### src/rtl/ram_write_loader.sv
// Write-side sequencer for the dual-read-port register RAM.
// Owns the RAM write port: optionally zero-fills addresses 0..MEM_SIZE,
// then streams valid/ready words into consecutive addresses from a base,
// wrapping from MEM_SIZE back to 0.
//
// state   | meaning
// --------+-----------------------------------------------------------
// S_IDLE  | waiting for iStart; no writes
// S_CLEAR | zero-filling one address per cycle, 0..MEM_SIZE
// S_LOAD  | accepting stream words (oReady=1), one write per accept
// S_DONE  | one-cycle oDone pulse, then back to S_IDLE
module ram_write_loader #(
  parameter int DATA_WIDTH = 8,
  parameter int ADDR_WIDTH = 10,
  parameter int MEM_SIZE   = 10
) (
  input  logic                  Clock,
  input  logic                  Reset,
  input  logic                  iStart,
  input  logic                  iClearFirst,
  input  logic [ADDR_WIDTH-1:0] iBaseAddress,
  input  logic [ADDR_WIDTH:0]   iCount,
  input  logic                  iValid,
  input  logic [DATA_WIDTH-1:0] iData,
  output logic                  oReady,
  output logic                  oWriteEnable,
  output logic [ADDR_WIDTH-1:0] oWriteAddress,
  output logic [DATA_WIDTH-1:0] oWriteData,
  output logic                  oBusy,
  output logic                  oDone,
  output logic                  oWrap,
  output logic                  oError
);

  typedef enum logic [1:0] {
    S_IDLE  = 2'd0,
    S_CLEAR = 2'd1,
    S_LOAD  = 2'd2,
    S_DONE  = 2'd3
  } state_e;

  localparam logic [ADDR_WIDTH-1:0] ADDR_MAX = ADDR_WIDTH'(MEM_SIZE);
  localparam logic [ADDR_WIDTH-1:0] ADDR_ONE = ADDR_WIDTH'(1);
  localparam logic [ADDR_WIDTH:0]   CNT_ONE  = (ADDR_WIDTH+1)'(1);

  state_e                  state_q, state_d;
  logic [ADDR_WIDTH-1:0]   addr_q, addr_d;
  logic [ADDR_WIDTH-1:0]   base_q, base_d;
  logic [ADDR_WIDTH:0]     remain_q, remain_d;
  logic                    we_q, we_d;
  logic [ADDR_WIDTH-1:0]   waddr_q, waddr_d;
  logic [DATA_WIDTH-1:0]   wdata_q, wdata_d;
  logic                    wrap_q, wrap_d;
  logic                    err_q, err_d;
  logic                    accept;

  assign accept = iValid && (state_q == S_LOAD);

  // Next-state, counter and write-port decisions for the sequencer.
  always_comb begin
    state_d  = state_q;
    addr_d   = addr_q;
    base_d   = base_q;
    remain_d = remain_q;
    we_d     = 1'b0;
    waddr_d  = waddr_q;
    wdata_d  = wdata_q;
    wrap_d   = wrap_q;
    err_d    = err_q;

    case (state_q)
      S_IDLE: begin
        if (iStart) begin
          base_d   = iBaseAddress;
          remain_d = iCount;
          wrap_d   = 1'b0;
          err_d    = 1'b0;
          if (iBaseAddress > ADDR_MAX) begin
            err_d   = 1'b1;
            state_d = S_DONE;
          end else if (iClearFirst) begin
            addr_d  = '0;
            state_d = S_CLEAR;
          end else if (iCount == '0) begin
            state_d = S_DONE;
          end else begin
            addr_d  = iBaseAddress;
            state_d = S_LOAD;
          end
        end
      end

      S_CLEAR: begin
        we_d    = 1'b1;
        waddr_d = addr_q;
        wdata_d = '0;
        if (addr_q == ADDR_MAX) begin
          // Load always restarts from the latched base after a clear.
          if (remain_q != '0) begin
            addr_d  = base_q;
            state_d = S_LOAD;
          end else begin
            state_d = S_DONE;
          end
        end else begin
          addr_d = addr_q + ADDR_ONE;
        end
      end

      S_LOAD: begin
        if (accept) begin
          we_d    = 1'b1;
          waddr_d = addr_q;
          wdata_d = iData;
          if (addr_q == ADDR_MAX) begin
            addr_d = '0;
            wrap_d = 1'b1;
          end else begin
            addr_d = addr_q + ADDR_ONE;
          end
          remain_d = (remain_q != '0) ? remain_q - CNT_ONE : '0;
          if (remain_q <= CNT_ONE) begin
            state_d = S_DONE;
          end
        end
      end

      S_DONE: begin
        state_d = S_IDLE;
      end

      default: begin
        state_d = S_IDLE;
      end
    endcase
  end

  // State, counters and registered write port; reset abandons any command.
  always_ff @(posedge Clock or negedge Reset) begin
    if (!Reset) begin
      state_q  <= S_IDLE;
      addr_q   <= '0;
      base_q   <= '0;
      remain_q <= '0;
      we_q     <= 1'b0;
      waddr_q  <= '0;
      wdata_q  <= '0;
      wrap_q   <= 1'b0;
      err_q    <= 1'b0;
    end else begin
      state_q  <= state_d;
      addr_q   <= addr_d;
      base_q   <= base_d;
      remain_q <= remain_d;
      we_q     <= we_d;
      waddr_q  <= waddr_d;
      wdata_q  <= wdata_d;
      wrap_q   <= wrap_d;
      err_q    <= err_d;
    end
  end

  assign oReady        = (state_q == S_LOAD);
  assign oBusy         = (state_q == S_CLEAR) || (state_q == S_LOAD);
  assign oDone         = (state_q == S_DONE);
  assign oWriteEnable  = we_q;
  assign oWriteAddress = waddr_q;
  assign oWriteData    = wdata_q;
  assign oWrap         = wrap_q;
  assign oError        = err_q;

endmodule

### config.mk
export PLATFORM = sky130hd
export DESIGN_NAME = ram_write_loader
export DESIGN_NICKNAME = d
export VERILOG_FILES = /design/src/rtl/ram_write_loader.sv
export SDC_FILE = /design/constraint.sdc
export NUM_CORES = 1
export LEC_CHECK = 0
export ABC_AREA = 1
export BUFFER_PORTS_ARGS = -buffer_cell sky130_fd_sc_hd__buf_2
export CORE_ASPECT_RATIO = 1.4
export CORE_MARGIN = 5
export CORE_UTILIZATION = 40
export CTS_CLUSTER_SIZE = 20
export DETAILED_ROUTE_END_ITERATION = 12
export SLEW_MARGIN = 5
export SYNTH_ARGS = -nofsm -noshare
export SYNTH_HDL_FRONTEND = slang
export SYNTH_SLANG_ARGS = --single-unit
### constraint.sdc
create_clock -name Clock -period 2.6 [get_ports Clock]
set_clock_uncertainty 0.2 [all_clocks]
set_input_delay 0.26 -clock Clock [delete_from_list [all_inputs] [get_ports Clock]]
set_output_delay 0.26 -clock Clock [all_outputs]
set_load 0.005 [all_outputs]
Word-level counts from Yosys, hierarchy flattened
Index checks and enable logic that the tools add are counted.
- output and inout port bits: 24
- flip-flop bits (word level): 54
- bits of input ports: 34
- magnitude comparators: 2
- reduce and logical (&&, ||, !) cells: 14
- muxes and demuxes: 33
- equal/unequal tests: 12
- add/sub/neg operators: 2
- operators by type and width (cell ; count):
    $mux W10 ; 9
    $mux W11 ; 3
    $pmux W10 S3 ; 1
    $pmux W11 S2 ; 1
    $pmux W10 S2 ; 1
    $pmux W8 S2 ; 1
    $mux W2 ; 6
    $le A11 B1 Y1 const B ; 1
    $logic_not A11 Y1 ; 1
    $reduce_bool A11 Y1 ; 1
    $sub A11 B1 Y11 const B ; 1
    $add A10 B1 Y10 const B ; 1
    $eq A10 B4 Y1 const B ; 1
    $gt A10 B4 Y1 const B ; 1
    $mux W8 ; 1
    $pmux W2 S4 ; 1
    $reduce_and A4 Y1 ; 2
    $mux W1 ; 7
    $ne A2 B1 Y1 const B ; 3
    $ne A2 B2 Y1 const B ; 3
    $ne A3 B3 Y1 const B ; 2
    $reduce_and A6 Y1 ; 1
    $eq A2 B2 Y1 const B ; 2
    $pmux W1 S2 ; 2
    other kinds (8) ; 10

Logic depth before layout (Yosys ltp)
- depth in word-level cells: 6
- mapped depth: 12
- gate-level depth less buffers: 12

Least setup slack after synthesis
No wires, ideal clock.
- path type: register to register
- start: register state_q[0]
- end: register wrap_q (netlist: oWrap)
- cell stages (with the launch flop): 11
- slack: 0.732 ns
- buffers on the path: 0
- data arrival time: 1.536 ns
- setup time: 0.132 ns
- data required time: 2.268 ns
- cells stage by stage: dfrtp_1 inv_1 ha_1 inv_1 or2_4 o21ai_2 inv_2 o21ai_2 inv_1 a21oi_1 nor2_1
- cells in the longest elaborated chain, start to end: 4
- elaborated cells between the ends (all ways): 9
- those cells by class: 4 x eq/ne; 1 x mux; 4 x reduce/logical
- RTL lines (what ; RTL line ; text):
    from (decl) ; 46 ; state_e state_q, state_d;
    from (signal assigned) ; 151 ; state_q <= state_d;
    $eq A2 B2 Y1 (*) ; -- ;
    via oReady ; 25 ; output logic oReady,
    $logic_and A1 B1 Y1 ; 57 ; assign accept = iValid && (state_q == S_LOAD);
    $ne A2 B1 Y1 (no source line) ; -- ;
    $reduce_and A4 Y1 (no source line) ; -- ;
    to (signal assigned) ; 158 ; wrap_q <= wrap_d;
    to (decl) ; 53 ; logic wrap_q, wrap_d;
Mark *: on every way through the listed nets, which the timed path passes. The rest lies on a longest branch.
A chain may end at the register's enable or synchronous reset.

Final worst setup path
- start: register state_q[0]
- end: register wrap_q (netlist: oWrap)
- cells in the longest elaborated chain, start to end: 4
- elaborated cells between the ends (all ways): 9
- those cells by class: 4 x eq/ne; 1 x mux; 4 x reduce/logical
- RTL lines (what ; RTL line):
    $eq A2 B2 Y1 ; 57, 71
    $logic_and A1 B1 Y1 ; 57
    $ne A2 B1 Y1 (no source line) ; --
    $reduce_and A4 Y1 (no source line) ; --
Parallel ways exist; a longest one is shown, timed or not.

==> flow_summary.yaml <==
clock_network:
  cts_tree: "done"
  ctsHoldBuffers: 27
  cts_resized: 0
  cts_setup_buffers: 0
  clock_sinks: 54
  cts_max_level: 2
  cts_buffer_depth: 2
  cts_root_buf: "clkbuf_8"
  clk_latency_ns: 0.32
  clk_pin_slew_ns: 0.10
  cts-buffers-inserted: 5
synth:
  async_flop_share_pct: 100
  synth_edf_count: 0
  synthCells: 426
  synth_area_um2: 3110
  yosysMostFrequentCell: "nand2_1"
  synthTopCellsByArea: "dfrtp_1 43%, nand2_1 20%, nand3_1 4.8%"
  synth_cell_types: 29
  yosysTopAreaCell: "dfrtp_1"
  syn_area_per_cell_um2: 7.31
  yosys_warnings: 0
  synthTopCellsByCount: "165 x nand2_1, 54 x dfrtp_1, 40 x nor2_1, 32 x inv_1, 30 x nand3_1"
  ys.flop_type: "dfrtp_1"
  synth_top_area_share_pct: 43.4
  yosysSeqAreaShare_pct: 43.4
  syn_nets: 470
  synth_seq_cells: 54
run_status:
  outcome: "finished clean"
power:
  p_seq_share_pct: 35.8
  cell_internal_pwr_uw: 2250
  clkPwrFrac_pct: 13.7
  ir_drop_v: 0.000538
  swShare_pct: 45.5
  p_comb_share_pct: 50.5
  powerDensity_nw_per_um2: 1060
  leakage_uw: 0.00207
  p_switching_uw: 1880
die:
  die_area_um2: 9680
  initial_core_util_pct: 40.7
  ios: 58
  num_rows: 38
  dieWidth_um: 84.6
  core-area_um2: 7650
  chipHeight_um: 114
critical_path:
  cp-start-kind: "register"
  crit_arrival_ns: 2.26
  cp_data_required_time_ns: 2.60
  critPathMaxFanout: 14
  crit_path_end_kind: "register"
  critPathKind: "register to register"
grt:
  overflow: 0
  antenna_found_initial: 0
  grt_pass1_vias: 2933
  track_usage_pct: 17.8
  grt_max_degree: 30
  grt_pass1_wl_um: 13800
timing:
  finalHoldViolations: 0
  tightest_slew_ns: 0.611
  finalSetupTns_ns: 0
  slew_headroom_pct: 59.3
  min_period_ns: 2.26
  rsz0062_at_grt: "no"
  setup_violations: 0
  maxSlewViolCount: 0
  fmax_ghz: 0.443
  fin_crit_sh_pct: 86.9
run:
  maxCapViolations: 0
place:
  detailed_place_hpwl_um: 6130
  io_buffers: 57
  gp_congestion: 0.843
final_layout:
  nets: 556
  antenna_cells: 0
  syn2layout_area_growth_pct: 25.3
  utilization_pct: 51.0
  drive_above_1_share_pct: 15.6
routing:
  drt_wl_total_um: 8110
  route.vias.total: 2954
  detail-route-antenna-nets: 0
  drt-initial-drc-count: 135
  wl_per_cell_um: 13.2
  viasPerCell: 4.82
  drt_first_pass_iters: 4
  drc: 0
hold_path:
  hp-class: "primary input to register"
[power by group through the flow]
stage | logic, µW | clock network [µW] | registers, µW
after floorplan | 1490 | 0 | 1440
after global placement | 2040 | 0 | 1490
after detailed placement | 2080 | 0 | 1500
after CTS | 2120 | 594 | 1480
after global routing | 2410 | 618 | 1530
final | 2090 | 568 | 1480
[layer usage]
| metal | part of all wire, % | GRT usage, % |
|---|---|---|
| met5 | 0 | 0 |
| met2 | 53 | 32.6 |
| met3 | 4.0 | 3.46 |
| met4 | 1.1 | 5.28 |
| met1 | 42 | 20.9 |
[worst paths after layout]
check                                           from                            to  slack (ns)  depth (start not counted)
max in group asynchronous                      Reset       remain_q[8]$_DFFE_PN0P_        1.33                          3
setup / recovery              state_q[0]$_DFFE_PN0P_             oWrap$_DFFE_PN0P_        0.34                         10
min in group asynchronous                      Reset  oWriteAddress[4]$_DFFE_PN0P_        0.29                          2
setup reg to reg              state_q[0]$_DFFE_PN0P_             oWrap$_DFFE_PN0P_        0.34                         10
hold / removal                             iCount[9]       remain_q[9]$_DFFE_PN0P_        0.01                          3
hold reg to reg            oWriteData[2]$_DFFE_PN0P_     oWriteData[2]$_DFFE_PN0P_        0.27                          2
[flip-flops by register name (all words and copies together) (netlist names)]
register       cells
addr_q            10
base_q            10
oError             1
oWrap              1
oWriteAddress     10
oWriteData         8
oWriteEnable       1
remain_q          11
state_q            2
[cell usage in the layout (no fill, tap or decap), types with 5 or more instances in the layout]
cell type | Yosys | routed
dfrtp_1 | 54 | 54
a21oi_1 | 5 | 5
a22oi_1 | 11 | 11
xor2_1 | 7 | 7
buf_2 | 3 | 57
clkbuf_8 | 0 | 5
dlygate4sd3_1 | 0 | 27
nand4_1 | 12 | 12
nand2_1 | 165 | 165
o21ai_0 | 28 | 28
ha_1 | 10 | 10
nor2_1 | 40 | 40
nand3_1 | 30 | 30
inv_1 | 32 | 32
[worst max-delay path, stage by stage (launching register included)]
cell	delay, ns
dfrtp_1	0.42
inv_1	0.11
ha_1	0.31
inv_1	0.09
or2_4	0.24
o21ai_2	0.07
inv_2	0.06
o21ai_2	0.24
inv_1	0.16
a21oi_1	0.17
nor2_1	0.05
[area by class of cell]
cell class	count	area (µm²)
Timing Repair Buffer	89	606
Fill cell	771	3750
Multi-Input combinational cell	328	1580
Sequential cell	54	1350
Inverter	34	128
Clock inverter	2	37.5
Tap cell	100	125
Clock buffer	6	72.6
[through the flow]
step | total power, µW | setup slack (ns) | instances | hold slack [ns] | instance area (µm²)
6_report | 4130 | 0.342 | 613 | 0.0129 | 3900
5_1_grt | 4560 | 0.148 | 613 | 0.0174 | 3900
4_1_cts | 4190 | 0.338 | 613 | 0.00807 | 3900
3_5_place_dp | 3570 | 0.367 | 578 | 0.0998 | 3520
3_3_place_gp | 3530 | 0.439 | 578 | 0.0988 | 3520
2_1_floorplan | 2930 | 0.732 | 426 | -0.236 | 3110
[cell families after synthesis]
family / count (synthesis) / share of synthesized area, %
AND/OR/NAND/NOR: 261 / 35.2
flip-flops: 54 / 43.4
AO/OA/AOI/OAI: 47 / 8.76
buffers and inverters: 44 / 5.83
XOR/XNOR: 10 / 2.81
adder cells (fa/ha/maj): 10 / 4.02
(Power assumes the default switching activity.)
